$ cat config.mk
export PLATFORM = sky130hd
export DESIGN_NAME = imem_uart_loader
export DESIGN_NICKNAME = d
export VERILOG_FILES = /design/src/rtl/imem_uart_loader.sv
export SDC_FILE = /design/constraint.sdc
export NUM_CORES = 1
export LEC_CHECK = 0
export ABC_AREA = 1
export ABC_CLOCK_PERIOD_IN_PS = 2200
export CAP_MARGIN = 20
export CORE_ASPECT_RATIO = 1.25
export CORE_MARGIN = 2
export CORE_UTILIZATION = 40
export CTS_BUF_LIST = sky130_fd_sc_hd__clkbuf_4
export DETAILED_ROUTE_END_ITERATION = 12
export GPL_TIMING_DRIVEN = 0
export MAX_ROUTING_LAYER = met4
export PLACE_DENSITY_LB_ADDON = 0.25
export RECOVER_POWER = 25
export SKIP_CTS_REPAIR_TIMING = 1
export SYNTH_ARGS = -nofsm -noshare
export SYNTH_HDL_FRONTEND = slang
export SYNTH_SLANG_ARGS = --single-unit
$ cat constraint.sdc
create_clock -name clk_i -period 2.2 [get_ports clk_i]
set_input_delay 0.44 -clock clk_i [delete_from_list [all_inputs] [get_ports clk_i]]
set_output_delay 0.44 -clock clk_i [all_outputs]
set_load 0.05 [all_outputs]
$ cat src/rtl/imem_uart_loader.sv
`default_nettype none
// ============================================================================
// Module      : imem_uart_loader
// Description : Serial program loader for the single-cycle core. Receives a
//               program image over UART 8N1 (0xA5, N_lo, N_hi, 4*N payload
//               bytes, little-endian words), writes it into the instruction
//               memory write port and holds the core in reset until a
//               complete, valid image is present.
//               Optional macro LOADER_CHKSUM_EN appends an XOR checksum byte
//               over the payload and enables the CSUM state.
// Revision    : 1.0 - initial release
// ============================================================================
module imem_uart_loader #(
    parameter int CLK_HZ      = 10_000_000,
    parameter int BAUD        = 115_200,
    parameter int DEPTH_WORDS = 1024
) (
    input  logic        clk_i,
    input  logic        rst_i,
    input  logic        rx_i,
    output logic        imem_we_o,
    output logic [31:0] imem_addr_o,
    output logic [31:0] imem_wdata_o,
    output logic        core_rst_o,
    output logic        busy_o,
    output logic        done_o,
    output logic        err_o
);

    localparam int c_DIV  = CLK_HZ / BAUD;
    localparam int c_HALF = c_DIV / 2;
    localparam int c_CW   = $clog2(c_DIV + 1);
    localparam logic [c_CW-1:0] c_DIV_M1  = c_CW'(c_DIV - 1);
    localparam logic [c_CW-1:0] c_HALF_M1 = c_CW'(c_HALF - 1);
    localparam logic [16:0]     c_DEPTH   = 17'(DEPTH_WORDS);
    localparam logic [7:0]      c_SYNC    = 8'hA5;

    // ------------------------------------------------------------------
    // UART receiver
    // ------------------------------------------------------------------
    typedef enum logic [1:0] {
        U_IDLE  = 2'd0,
        U_START = 2'd1,
        U_DATA  = 2'd2,
        U_STOP  = 2'd3
    } uart_state_t;

    uart_state_t     r_ustate, w_ustate_nx;
    logic            r_rx_s1, r_rx_s2, r_rx_prev;
    logic [c_CW-1:0] r_cnt;
    logic [2:0]      r_bit;
    logic [7:0]      r_shift;
    logic            w_cnt_clr;
    logic            w_byte_valid;
    logic            w_frame_err;
    logic            w_half_hit;
    logic            w_full_hit;
    logic [7:0]      w_byte;

    assign w_half_hit = (r_cnt == c_HALF_M1);
    assign w_full_hit = (r_cnt == c_DIV_M1);
    assign w_byte     = r_shift;

    // Two-flop synchronizer plus one delayed copy for falling-edge detection
    always_ff @(posedge clk_i) begin
        if (!rst_i) begin
            r_rx_s1   <= 1'b1;
            r_rx_s2   <= 1'b1;
            r_rx_prev <= 1'b1;
        end else begin
            r_rx_s1   <= rx_i;
            r_rx_s2   <= r_rx_s1;
            r_rx_prev <= r_rx_s2;
        end
    end

    // Receiver state register
    always_ff @(posedge clk_i) begin
        if (!rst_i) r_ustate <= U_IDLE;
        else        r_ustate <= w_ustate_nx;
    end

    // Receiver next state, bit-timer restart and byte/error strobes
    always_comb begin
        w_ustate_nx  = r_ustate;
        w_cnt_clr    = 1'b0;
        w_byte_valid = 1'b0;
        w_frame_err  = 1'b0;
        case (r_ustate)
            U_IDLE: begin
                if (r_rx_prev && !r_rx_s2) begin
                    w_ustate_nx = U_START;
                    w_cnt_clr   = 1'b1;
                end
            end
            U_START: begin
                // Mid-start-bit re-check rejects short glitches
                if (w_half_hit) begin
                    w_cnt_clr   = 1'b1;
                    w_ustate_nx = r_rx_s2 ? U_IDLE : U_DATA;
                end
            end
            U_DATA: begin
                if (w_full_hit) begin
                    w_cnt_clr = 1'b1;
                    if (r_bit == 3'd7) w_ustate_nx = U_STOP;
                end
            end
            U_STOP: begin
                if (w_full_hit) begin
                    w_cnt_clr   = 1'b1;
                    w_ustate_nx = U_IDLE;
                    if (r_rx_s2) w_byte_valid = 1'b1;
                    else         w_frame_err  = 1'b1;
                end
            end
            default: w_ustate_nx = U_IDLE;
        endcase
    end

    // Bit timer, bit index and LSB-first shift register
    always_ff @(posedge clk_i) begin
        if (!rst_i) begin
            r_cnt   <= '0;
            r_bit   <= 3'd0;
            r_shift <= 8'd0;
        end else begin
            r_cnt <= w_cnt_clr ? '0 : r_cnt + 1'b1;
            if (r_ustate == U_START) r_bit <= 3'd0;
            if (r_ustate == U_DATA && w_full_hit) begin
                r_shift <= {r_rx_s2, r_shift[7:1]};
                r_bit   <= r_bit + 3'd1;
            end
        end
    end

    // ------------------------------------------------------------------
    // Loader FSM
    // ------------------------------------------------------------------
    typedef enum logic [2:0] {
        S_IDLE  = 3'd0,
        S_LEN0  = 3'd1,
        S_LEN1  = 3'd2,
        S_DATA  = 3'd3,
        S_WRITE = 3'd4,
`ifdef LOADER_CHKSUM_EN
        S_CSUM  = 3'd5,
`endif
        S_DONE  = 3'd6,
        S_ERR   = 3'd7
    } load_state_t;

`ifdef LOADER_CHKSUM_EN
    localparam load_state_t c_END_STATE = S_CSUM;
`else
    localparam load_state_t c_END_STATE = S_DONE;
`endif

    load_state_t r_state, w_state_nx;
    logic [15:0] r_len;
    logic [15:0] r_idx;
    logic [1:0]  r_bcnt;
    logic [23:0] r_word;
    logic [31:0] r_addr;
    logic [31:0] r_wdata;
    logic [15:0] w_len_in;
`ifdef LOADER_CHKSUM_EN
    logic [7:0]  r_csum;
`endif

    assign w_len_in = {w_byte, r_len[7:0]};

    // Loader state register
    always_ff @(posedge clk_i) begin
        if (!rst_i) r_state <= S_IDLE;
        else        r_state <= w_state_nx;
    end

    // Loader next-state logic
    always_comb begin
        w_state_nx = r_state;
        case (r_state)
            S_IDLE: begin
                if (w_byte_valid && w_byte == c_SYNC) w_state_nx = S_LEN0;
            end
            S_LEN0: begin
                if (w_frame_err)       w_state_nx = S_ERR;
                else if (w_byte_valid) w_state_nx = S_LEN1;
            end
            S_LEN1: begin
                if (w_frame_err) begin
                    w_state_nx = S_ERR;
                end else if (w_byte_valid) begin
                    if ({1'b0, w_len_in} > c_DEPTH) w_state_nx = S_ERR;
                    else if (w_len_in == 16'd0)     w_state_nx = c_END_STATE;
                    else                            w_state_nx = S_DATA;
                end
            end
            S_DATA: begin
                if (w_frame_err)                         w_state_nx = S_ERR;
                else if (w_byte_valid && r_bcnt == 2'd3) w_state_nx = S_WRITE;
            end
            S_WRITE: begin
                // The strobe cycle; decide whether that was the last word
                if (w_frame_err)                    w_state_nx = S_ERR;
                else if (r_idx == r_len - 16'd1)    w_state_nx = c_END_STATE;
                else                                w_state_nx = S_DATA;
            end
`ifdef LOADER_CHKSUM_EN
            S_CSUM: begin
                if (w_frame_err)       w_state_nx = S_ERR;
                else if (w_byte_valid) w_state_nx = (w_byte == r_csum) ? S_DONE : S_ERR;
            end
`endif
            S_DONE, S_ERR: begin
                if (w_byte_valid && w_byte == c_SYNC) w_state_nx = S_LEN0;
            end
            default: w_state_nx = S_IDLE;
        endcase
    end

    // Length capture, word assembly, write address/data and word index
    always_ff @(posedge clk_i) begin
        if (!rst_i) begin
            r_len   <= 16'd0;
            r_idx   <= 16'd0;
            r_bcnt  <= 2'd0;
            r_word  <= 24'd0;
            r_addr  <= 32'd0;
            r_wdata <= 32'd0;
        end else begin
            case (r_state)
                S_LEN0: begin
                    if (w_byte_valid) begin
                        r_len[7:0] <= w_byte;
                        r_idx      <= 16'd0;
                        r_bcnt     <= 2'd0;
                    end
                end
                S_LEN1: begin
                    if (w_byte_valid) r_len[15:8] <= w_byte;
                end
                S_DATA: begin
                    if (w_byte_valid) begin
                        r_bcnt <= r_bcnt + 2'd1;
                        if (r_bcnt == 2'd3) begin
                            r_addr  <= {14'd0, r_idx, 2'b00};
                            r_wdata <= {w_byte, r_word};
                        end else begin
                            r_word <= {w_byte, r_word[23:8]};
                        end
                    end
                end
                S_WRITE: r_idx <= r_idx + 16'd1;
                default: ;
            endcase
        end
    end

`ifdef LOADER_CHKSUM_EN
    // Running XOR over payload bytes only
    always_ff @(posedge clk_i) begin
        if (!rst_i) begin
            r_csum <= 8'd0;
        end else if (r_state == S_LEN0 && w_byte_valid) begin
            r_csum <= 8'd0;
        end else if (r_state == S_DATA && w_byte_valid) begin
            r_csum <= r_csum ^ w_byte;
        end
    end
`endif

    assign imem_we_o    = (r_state == S_WRITE);
    assign imem_addr_o  = r_addr;
    assign imem_wdata_o = r_wdata;
    assign done_o       = (r_state == S_DONE);
    assign err_o        = (r_state == S_ERR);
    assign core_rst_o   = (r_state != S_DONE);
`ifdef LOADER_CHKSUM_EN
    assign busy_o = (r_state == S_LEN0) || (r_state == S_LEN1) || (r_state == S_DATA) ||
                    (r_state == S_WRITE) || (r_state == S_CSUM);
`else
    assign busy_o = (r_state == S_LEN0) || (r_state == S_LEN1) || (r_state == S_DATA) ||
                    (r_state == S_WRITE);
`endif

endmodule
`default_nettype wire
## Yosys cells after proc, flatten, opt, wreduce, memory -nomap -nowiden

Cells that the tools add are included.

| storage, ports and cells | value |
|---|---|
| register bits | 132 |
| output and inout bits | 69 |
| logic and storage cells | 111 |
| input bits | 3 |

| operators by class | value |
|---|---|
| $add $sub $neg | 5 |
| reductions and logical operators | 25 |
| muxes and demuxes | 36 |
| order comparisons | 1 |
| equal/unequal tests | 27 |
| bitwise logic cells | 2 |

Operator list:

| operator | count |
|---|---|
| 2-to-1 mux 3 bit | 13 |
| one-hot mux 16 bit (2 select lines) | 1 |
| adder 16 x 1 -> 16 bit, second input constant | 1 |
| == test 16 bit | 1 |
| > comparator 16 x 11 -> 1 bit, second input constant | 1 |
| logical NOT 16 bit | 1 |
| 2-to-1 mux 16 bit | 1 |
| 2-to-1 mux 2 bit | 8 |
| subtractor 16 x 1 -> 16 bit, second input constant | 1 |
| one-hot mux 3 bit (5 select lines) | 1 |
| inequality test 2 bit, second input constant | 7 |
| == test 3 bit, second input constant | 4 |
| inequality test 3 bit, second input constant | 4 |
| 2-to-1 mux 1 bit | 9 |
| AND reduction 3 bit | 3 |
| == test 8 bit, second input constant | 1 |
| one-hot mux 2 bit (4 select lines) | 1 |
| adder 7 x 1 -> 7 bit, second input constant | 1 |
| == test 7 x 6 -> 1 bit, second input constant | 1 |
| == test 7 bit, second input constant | 1 |
| == test 2 bit, second input constant | 3 |
| == test 3 x 2 -> 1 bit, second input constant | 2 |
| AND reduction 2 bit | 3 |
| nonzero test 2 bit | 3 |
| 17 further kinds | 24 |

## Depth between registers and ports, before layout

| logic depth | value |
|---|---|
| word-level depth | 7 |
| mapped depth | 16 |

## Worst setup path before layout

No wires, ideal clock.

| path | value |
|---|---|
| path type | flip-flop to output port |
| from | register r_state[1] |
| to | output port core_rst_o |
| arrival | 1.658 ns |
| setup slack | 0.102 ns |
| buffers on the path | 1 |
| required time | 1.760 ns |
| stages on the path, launching flop included | 5 |
| cells stage by stage | dfxtp_1 -> clkbuf_2 -> nand2_1 -> nor2_1 -> inv_1 |

| on the way | value |
|---|---|
| cells in the longest elaborated chain, start to end | 1 |

RTL lines:

| element | RTL line | RTL |
|---|---|---|
| start, declared | 159 | `load_state_t r_state, w_state_nx;` |
| start signal, assigned | 176 | `else r_state <= w_state_nx;` |
| inequality test 3 bit | 278 | `assign core_rst_o = (r_state != S_DONE);` |
| end, declared | 24 | `output logic core_rst_o,` |

Every way passes these cells.

## Worst setup path in the final report

| path | value |
|---|---|
| from | register r_state[0] |
| to | output port busy_o |

| on the way | value |
|---|---|
| cells in the longest elaborated chain, start to end | 4 |
| elaborated cells between the ends (all ways) | 7 |

RTL lines:

| element | RTL line | RTL |
|---|---|---|
| == test 3 x 1 -> 1 bit or == test 3 x 2 -> 1 bit (tied branches) | 283 | `assign busy_o = (r_state == S_LEN0) \|\| (r_state == S_LEN1) \|\| (r_state == S_DATA) \|\|` |
| logical OR 1 bit (2 in a row) | 283 |  |
| logical OR 1 bit * | 283 |  |
| end, declared | 25 | `output logic busy_o,` |

Every way passes the cells marked *; elsewhere a longest branch is shown, timed or not.

==> run summary <==
The number of max-cap violations came out at 0. The die covers 0.01591 mm^2. TritonCTS built the clock tree.

Yosys attributes the largest share of cell area to dfxtp_1 44%, a21oi_1 8.8%, o21ai_0 7.6%, nand2_1 6.7%, inv_1 5.5%. The final hold violation count came out at 0. The critical path goes through buf_6 > inv_4 > nor2_2 > inv_2 > nor2_2 > or2_1 > nor2_2 > nand2_2 > buf_8. The part of the cycle the worst path needs is 103.7%.

Broken down by cell family, the worst path's largest delay share belongs to simple AND/OR/NAND/NOR gates. For this run, design rule violations remaining after detail routing come to 8. The area growth from synthesis to layout is 23.01%. The first detailed-routing pass ran for 9 iterations.

The worst register-to-register path begins at r_cnt[1]$_SDFF_PP0_. The HPWL after detailed placement came out at 11060 um. The mean post-synth cell area came out at 7.600 um^2. The checks that failed: DRC, setup timing. The most numerous cell on the critical path is nor2_2. Summing all multi-input logic gate instances after layout gives 0.002750 mm^2.

For hold timing, the worst endpoint is r_rx_s2$_SDFF_PN1_. The cell area after synthesis came out at 0.005966 mm^2. For this design the top-level I/O count stands at 72. The ratio of routed vias to standard cells came out at 5.048. The number of enable flip-flop cells after synthesis came out at 0. The capture point of the worst reg-to-reg path is r_word[10]$_SDFFE_PN0P_. The maximum cell stage delay along the critical path is 330 ps.

Global routing used 19.50% of the available tracks. Routability-driven placement finished with a final weighted congestion of 0.9004. The setup TNS is -82.36 ps. The number of routed nets with antenna violations came out at 0.

The final worst slack is -82.36 ps. The portion of total power attributed to the clock network came out at 35.7%. Setup repair after global routing could not meet its margin everywhere. The initial antenna violation count is 1. The internal power summed over all cells is 3.491 mW.

The hold path depth is 1. The kind of critical path is flip-flop to output port. The headroom to the max-slew limit came out at 51.24%. In this run the number of cells on the critical path is 9. The number of levels in the clock H-tree came out at 4. The insertion delay to the later sink of the worst-skew pair is 540 ps. The first-pass GRT wire length is 23920 um.

On the critical path, the stage with the largest delay is an instance of dfxtp_2. In this run the most critical hold path is launched from r_rx_s1$_SDFF_PN1_. During placement, the flow inserted port buffers numbering 55.

The layout net count is 892. The number of warnings printed during yosys synthesis came out at 0. Hold timing on the final database bottoms out at a slack of 425.9 ps. The share of synthesized registers carrying an async set or reset came out at 0%.

In this run, CTS created clock tree buffers numbering 17. The fraction of post-synthesis cell area in the top cell type by area is 44.30%. Data on the critical path is required at its endpoint by 1760 ps. After detailed routing, the average wire length per cell comes to 14.06 um.

At the worst endpoint, the arrival time is 1840 ps. Yosys instantiated no cell more often than dfxtp_1. The maximum fanout count along the critical path is 6. The run finished, with violations left.

The number of buffers between clock root and the deepest sink came out at 2. The sequential cell fraction of total power came out at 49.9%. The kind of capture point of the worst setup path is an output port. The setup slack of the worst register-to-register path came out at 50 ps.

For the final database, setup skew stands at 17.47 ps. Across the whole layout, storage elements account for 0.002650 mm^2. The root buffer cell chosen for the clock tree is clkbuf_4. The number of instances in the synthesized netlist is 785. The worst supply voltage drop on vdd came out at 0.0004944 V. The final wirelength came out at 15090 um. The number of global-route vias before repair is 4924.

The fraction of final layout cells sized beyond drive strength 1 came out at 14.99%. STA classifies the critical path startpoint as a flip-flop. By count the netlist is led by 132 x dfxtp_1, 106 x nand2_1, 105 x a21oi_1, 91 x o21ai_0, 88 x inv_1. The depth of the worst register-to-register path is 12. The primary flip-flop cell chosen by synthesis mapping is dfxtp_1. The number of buffers and inverters on the critical path is 4. The number of synthesized register bits is 132. The time the worst path needs with I/O delays and setup came out at 2282 ps. Measured along the x axis, the die boundary spans 113.2 um.

The leakage component of the power is 3.449 nW. In this run the worst hold path is classified as flip-flop to flip-flop. The clock transition at the register clock pins on the worst setup and hold paths after CTS is 120 ps. For the pin with the worst max-slew slack, the measured transition is 731.3 ps. Static timing analysis puts the maximum clock frequency at 438.1 MHz. The placeable core region is 0.01447 mm^2. The analysis attributes to net switching a power of 1.427 mW.

The maximum number of pins on one net before global-route repair came out at 17. The power density relative to cell area is 670.1 mW/mm^2. The part of the power in combinational logic came out at 14.4%. The final number of setup-violating endpoints is 1. The register area share after synthesis is 44.30%.

Clock tree synthesis found a total of 132 sinks. The detailed-route via count is 5416. The count of filler cells inserted in the layout came out at 1459.

The number of distinct standard cells referenced by the synthesized netlist is 45. The chip height came out at 140.5 um. The effective utilization at floorplan is 41.23%. The residual overflow from global routing came out at 0. Net switching is 29.01% of the power. The max-slew violation total from the final report is 0. In this run the core area contains 49 standard-cell rows. The DRC violation total after the first TritonRoute iteration came out at 356. Of all cell types, the one taking the most synthesized area is dfxtp_1.
[per-layer routing]
layer / vias up / share of wire, % / GRT usage [%] / routed length (um)
met3: 24 / 4.0 / 3.765 / 598
met1: 2476 / 44 / 23.25 / 6677
li1: 2775 / - / - / -
met2: 141 / 50 / 32.62 / 7586
met4: 0 / 1.5 / 7.189 / 227
met5: - / 0 / - / 0
[cells by family (layout without fill, tap and decap cells)]
logic type	Yosys count	after routing	share of synthesized area [%]
fa+ha+maj	8	8	1.678
other cells	1	17	0.06286
compound gates	241	241	22.00
xor+xnor	17	17	2.496
simple gates	240	240	18.04
buf+inv	146	240	11.43
flops	132	132	44.30
[worst register-to-register path: cells and delay by family, from the launching register on]
| family | cells | cell delay (ps) |
|---|---|---|
| buffers and inverters | 3 | 350 |
| AND/OR/NAND/NOR | 6 | 960 |
| AO/OA/AOI/OAI | 2 | 240 |
| flip-flops | 1 | 360 |
| adder cells (fa/ha/maj) | 1 | 120 |
[power by group through the flow]
stage	sequential, mW	combinational (mW)	clock [mW]
2_1_floorplan	2.49	0.438	0
3_3_place_gp	2.49	0.561	0
3_5_place_dp	2.49	0.560	0
4_1_cts	2.44	0.562	1.79
5_1_grt	2.46	0.768	1.89
6_report	2.45	0.706	1.76
[metrics by stage]
step	setup WS, ps	total power [mW]	cell area (um^2)	instances	util [%]
2_1_floorplan	101.8	2.925	6022	800	-
3_3_place_gp	-549.4	3.052	6795	1033	46.96
3_5_place_dp	-534.2	3.050	6795	1033	46.96
4_1_cts	-1168	4.793	7103	1065	49.09
5_1_grt	-200.6	5.125	7338	1073	50.72
6_report	-82.36	4.917	7338	1073	50.72
[layout by cell type (no fill, tap or decap), drive strengths merged, types with 6 or more instances in the layout]
master,count
nand3,27
a21oi,117
nand2,109
dfxtp,132
clkbuf,35
nor2,69
dlymetal6s2s,30
o21ai,106
ha,8
conb,16
clkdlybuf4s50,21
clkinv,6
nand4,8
nor3,15
buf,42
inv,97
xor2,14
[worst max path at each step]
stage,from,end
after floorplan,r_state[1]$_SDFFE_PN0P_,core_rst_o
after global placement,r_state[0]$_SDFFE_PN0P_,imem_we_o
after detailed placement,r_state[0]$_SDFFE_PN0P_,imem_we_o
after CTS,r_state[0]$_SDFFE_PN0P_,imem_we_o
after global routing,r_state[0]$_SDFFE_PN0P_,busy_o
final,r_state[0]$_SDFFE_PN0P_,busy_o
[layout make-up]
| type | count | area share [%] |
|---|---|---|
| clock buffer | 17 | 1.739 |
| sequential | 132 | 36.11 |
| tap | 178 | 3.035 |
| timing repair buffer | 62 | 9.309 |
| timing repair inverter | 1 | 0.1023 |
| clock inverter | 15 | 2.455 |
| multi-input combinational | 522 | 37.48 |
| inverter | 95 | 5.013 |
| buffer | 50 | 4.723 |
| antenna | 1 | 0.03410 |
[state kept, by name, indices dropped and copies added (netlist names), named ones only]
name,flops
imem_addr_o,16
imem_wdata_o,32
r_bcnt,2
r_bit,3
r_cnt,7
r_idx,16
r_len,16
r_rx_prev,1
r_rx_s1,1
r_rx_s2,1
r_shift,8
r_state,3
r_ustate,1
r_word,24
Note: power is estimated with default switching activity, not from simulation.
